==> config.mk <==
export PLATFORM = sky130hd
export DESIGN_NAME = controller_modulo
export DESIGN_NICKNAME = d
export VERILOG_FILES = /design/src/rtl/controller_modulo.sv
export SDC_FILE = /design/constraint.sdc
export NUM_CORES = 1
export LEC_CHECK = 0
export ABC_CLOCK_PERIOD_IN_PS = 1800
export CAP_MARGIN = 0
export CORE_UTILIZATION = 44
export DETAILED_ROUTE_END_ITERATION = 6
export GPL_ROUTABILITY_DRIVEN = 0
export GPL_TIMING_DRIVEN = 0
export PLACE_DENSITY = 0.74
export SYNTH_ARGS = -nofsm -noshare
export SYNTH_HDL_FRONTEND = slang
export SYNTH_SLANG_ARGS = --single-unit
==> constraint.sdc <==
create_clock -name clk -period 1.8 [get_ports clk]
set_input_delay 0.36 -clock clk [delete_from_list [all_inputs] [get_ports clk]]
set_output_delay 0.36 -clock clk [all_outputs]
set_load 0.05 [all_outputs]
==> src/rtl/controller_modulo.sv <==
// Control FSM for the modulo datapath: computes Zahl1 mod Zahl2 by repeated compare/subtract,
// sequencing datapath write-backs and ALU mode, and reporting done/error with an iteration count.
module controller_modulo #(
   parameter int         ALU_LAT  = 2,
   parameter logic [15:0] MAX_ITER = 16'hFFFF,
   parameter logic [2:0]  ALU_SUB  = 3'd1,
   parameter logic [2:0]  ALU_LT   = 3'd2
) (
   input  logic        clk,
   input  logic        rst,
   input  logic        start_i,
   input  logic [15:0] Zahl1_i,
   input  logic [15:0] Zahl2_i,
   input  logic        valid_i,
   output logic [2:0]  alu_mode_o,
   output logic        wren_update_Zahlen_o,
   output logic        wren_Zahl1_to_erg_o,
   output logic        wren_term_erg_o,
   output logic        wren_res_to_erg_o,
   output logic        erg_to_alu_a_o,
   output logic        Zahl2_to_alu_b_o,
   output logic        check_for_termination_o,
   output logic        busy_o,
   output logic        done_o,
   output logic        err_o,
   output logic [15:0] iter_o
);

   typedef enum logic [3:0] {IDLE, LOAD, INIT, CMP, TWB, CHK, SUB, RWB, DONE, ERR} state_t;

   localparam logic [15:0] LAT_LAST = 16'(ALU_LAT - 1);

   state_t      state;
   state_t      state_next;
   logic [15:0] wait_cnt;
   logic        bad_operands;

   assign bad_operands = (Zahl2_i == 16'd0) || ($signed(Zahl2_i) < 0) || ($signed(Zahl1_i) < 0);

   always_comb begin
      state_next = state;
      case (state)
         IDLE: begin
            if (start_i) state_next = bad_operands ? ERR : LOAD;
         end
         LOAD: state_next = INIT;
         INIT: state_next = CMP;
         CMP:  if (wait_cnt == LAT_LAST) state_next = TWB;
         TWB:  state_next = CHK;
         CHK: begin
            if (valid_i)                 state_next = DONE;
            else if (iter_o == MAX_ITER) state_next = ERR;
            else                         state_next = SUB;
         end
         SUB:  if (wait_cnt == LAT_LAST) state_next = RWB;
         RWB:  state_next = CMP;
         DONE: state_next = IDLE;
         ERR:  state_next = IDLE;
         default: state_next = IDLE;
      endcase
   end

   // Outputs are registered from the next state so they equal a Moore decode of the state register.
   always_ff @(posedge clk or posedge rst) begin
      if (rst) begin
         state                   <= IDLE;
         wait_cnt                <= 16'd0;
         iter_o                  <= 16'd0;
         alu_mode_o              <= 3'd0;
         wren_update_Zahlen_o    <= 1'b0;
         wren_Zahl1_to_erg_o     <= 1'b0;
         wren_term_erg_o         <= 1'b0;
         wren_res_to_erg_o       <= 1'b0;
         erg_to_alu_a_o          <= 1'b0;
         Zahl2_to_alu_b_o        <= 1'b0;
         check_for_termination_o <= 1'b0;
         busy_o                  <= 1'b0;
         done_o                  <= 1'b0;
         err_o                   <= 1'b0;
      end else begin
         state <= state_next;

         if ((state_next == state) && (state == CMP || state == SUB))
            wait_cnt <= wait_cnt + 16'd1;
         else
            wait_cnt <= 16'd0;

         if (state == IDLE && state_next == LOAD)
            iter_o <= 16'd0;
         else if (state == RWB && iter_o != 16'hFFFF)
            iter_o <= iter_o + 16'd1;

         if (state_next == CMP || state_next == TWB)
            alu_mode_o <= ALU_LT;
         else if (state_next == SUB || state_next == RWB)
            alu_mode_o <= ALU_SUB;
         else
            alu_mode_o <= 3'd0;

         wren_update_Zahlen_o    <= (state_next == LOAD);
         wren_Zahl1_to_erg_o     <= (state_next == INIT);
         wren_term_erg_o         <= (state_next == TWB);
         wren_res_to_erg_o       <= (state_next == RWB);
         erg_to_alu_a_o          <= (state_next == CMP) || (state_next == TWB) ||
                                    (state_next == SUB) || (state_next == RWB);
         Zahl2_to_alu_b_o        <= (state_next == CMP) || (state_next == TWB) ||
                                    (state_next == SUB) || (state_next == RWB);
         check_for_termination_o <= (state_next == CHK);
         busy_o                  <= (state_next != IDLE) && (state_next != DONE) &&
                                    (state_next != ERR);
         done_o                  <= (state_next == DONE) || (state_next == ERR);
         err_o                   <= (state_next == ERR);
      end
   end

endmodule

==> out/metrics.cfg <==
[synth]
async_flop_share = 1.00
synth.cell_area_um2 = 2450
syn_area_per_cell_um2 = 10.6
synth_seq_cells = 47
ys_types = 51
synth_edf_count = 0
synth_ff_type = dfrtp_1
syn_nets = 270
seq_area_frac_synth = 0.479
yosys_warnings = 0
syn-instance-count = 231

[power]
pwr-share-seq = 0.348
p_leak_nw = 1.52
power.internal_mw = 2.31
pwr-share-clk = 0.172
power.net_switching_mw = 1.73
power.density_nw_per_um2 = 1210
switching_share = 0.428
comb_power_share = 0.480
irDropWorstVdd_uv = 877

[worst_setup_path]
worst-path-max-fanout = 1
rrSetupSlack_ps = 50
end_kind = primary output
slowest_delay_ps = 790
critPathKind = flop to primary output
r2r_cells = 7
path_delay_family = buffers and inverters
critical_path.slowest_cell = clkdlybuf4s50_1
r2r-start = iter_o[1]
arrival_ps = 1410
reg2reg_to = iter_o[1]
crit_buf_inv = 1
cp.depth = 1
worst_setup_path_start_kind = flop
crit_chain = clkdlybuf4s50_1
cp.required_ps = 1440

[floorplan]
ios = 65
core_um2 = 5240
start_util = 0.468
rows = 26
die-area_um2 = 5880
die-height_um = 76.7
die_w_um = 76.7

[placed_design]
io_buffers = 48
hpwl_um = 3550

[timing]
skew_ps = 7.87
setup-tns-final_ps = 0
period_share = 0.983
rsz0062_at_grt = yes
min_period_ps = 1770
drv_slew = 0
fmax_ghz = 0.565
relSlewSlack = 0.661
setup_viol = 0
holdWs_ps = 327
finalHoldViolCount = 0
worstMarginPinSlew_ps = 508

[routing]
drcViolationCount = 0
ant_nets = 0
routed_wl_um = 5130
drt_iter0_drc = 86
drt_pre_antenna_iters = 4
wl_per_cell_um = 13.9
vias = 1917
avgViaCountPerCell = 5.18

[clock_tree]
cts.sinks = 47
clk_transition_reported_paths_ps = 90
hold_buffers = 0
cts_tree = built
cts.path.max_buffers = 2
clkLatencyLatePin_ps = 300
clock_tree.root_cell = clkbuf_8
htreeDepth = 2
cts_buffers = 5

[global_routing]
overflow = 0
grt_pass1_wl_um = 8570
antenna_found_initial = 0
grtUsageTotal = 0.183
grt_max_degree = 35
grt_pass1_vias = 1869

[run]
maxCapViolCount = 0

[finish]
num-fill-cells = 446
drive_gt1_frac = 0.267
antenna-diode-count = 0
nets = 338
synthToLayoutAreaGrowth_pct = 35.8

[status]
run_status = complete, no violations

[min_path]
hold_class = input port to asynchronous set/reset pin

==> metal layers <==
metal | global-route usage | wire, um | vias up
li1 | - | - | 945
met1 | 0.237 | 2390 | 917
met2 | 0.300 | 2430 | 49
met3 | 0.0429 | 268 | 6
met4 | 0.0596 | 40 | 0
met5 | 0 | 0 | -
==> cell type report <==
| cell class | instances | area, um^2 | area share |
|---|---|---|---|
| plain buffers | 9 | 67.6 | 0.0203 |
| inverters | 2 | 7.51 | 0.00225 |
| flip-flops and latches | 47 | 1190 | 0.358 |
| clock buffers | 7 | 96.3 | 0.0289 |
| clock inverters | 1 | 7.51 | 0.00225 |
| well taps | 70 | 87.6 | 0.0263 |
| repair buffers | 61 | 588 | 0.176 |
| multi-input cells | 173 | 1290 | 0.386 |
==> cell usage in the layout, fill, tap and decap left out, types with 6 or more instances in the layout <==
cell / count
dfrtp_1: 34
nor2_1: 30
clkdlybuf4s50_1: 22
dlygate4sd2_1: 18
nand2_1: 14
xnor2_1: 14
xor2_1: 14
buf_4: 14
nand3_1: 13
dfrtp_2: 13
nor2_2: 9
dlymetal6s2s_1: 8
clkbuf_8: 7
nor3_1: 6
==> flip-flops by register name (all words and copies together), names as in the netlist <==
register	count
wren_term_erg_o	1
wren_update_Zahlen_o	1
state	4
Zahl2_to_alu_b_o	1
busy_o	1
check_for_termination_o	1
err_o	1
iter_o	16
wren_Zahl1_to_erg_o	1
done_o	1
wait_cnt	16
wren_res_to_erg_o	1
alu_mode_o	2
==> cells in the mapped netlist (3+ instances only) <==
cell,count,area [um^2]
and4_1,6,52.6
nand4_1,5,31.3
nor2_2,9,56.3
nor3_1,9,45.0
nor4b_2,3,45.0
xnor2_1,14,123
and3_1,5,31.3
nand3_1,13,65.1
xor2_1,14,123
nor2_1,30,113
nor4_1,4,25.0
o21ai_0,4,20.0
nand2_1,14,52.6
buf_2,3,15.0
dfrtp_1,47,1180
buf_6,3,33.8
nand2b_1,3,18.8
ha_1,3,37.5
==> repair_timing <==
action	in CTS	in global routing
gates resized for setup	20	16
hold endpoints to repair	0	0
pin swaps	3	3
setup endpoints to repair	42	38
buffers inserted	5	7
==> through the flow <==
stage	instance area, um^2	power [mW]	util	setup slack (ps)	instances
after floorplan	2490	2.72	-	0.0440	231
after CTS	3220	3.98	0.614	1.67	363
final	3330	4.05	0.636	30.6	370
after global routing	3330	4.28	0.636	-42.5	370
after global placement	3060	3.25	0.585	-739	349
after detailed placement	3080	3.28	0.588	-423	350
==> how the worst max path moves through the flow <==
stage | startpoint | to | slack (ps)
after floorplan | iter_o[0] | iter_o[7] | 0.04
after global placement | rst | iter_o[11] | -740
after detailed placement | Zahl2_i[15] | iter_o[3] | -420
after CTS | iter_o[0] | busy_o | 2
after global routing | wait_cnt[1] | err_o | -40
final | alu_mode_o[0] | alu_mode_o[0] | 30
==> kinds of logic after synthesis <==
group           after synthesis  synth area share
other cells                   1           0.00153
compound gates               19            0.0704
flops                        47             0.479
fa+ha+maj                     3            0.0153
buf+inv                      11            0.0306
simple gates                122             0.303
xor+xnor                     28             0.100
==> power by group through the flow <==
stage / Sequential [mW] / Clock [mW] / Combinational (mW)
after floorplan: 1.92 / 0 / 0.802
after detailed placement: 1.45 / 0 / 1.83
after CTS: 1.43 / 0.718 / 1.84
final: 1.41 / 0.697 / 1.94
after global placement: 1.45 / 0 / 1.80
after global routing: 1.44 / 0.756 / 2.08
No activity file was read; power rests on OpenSTA's default activity.
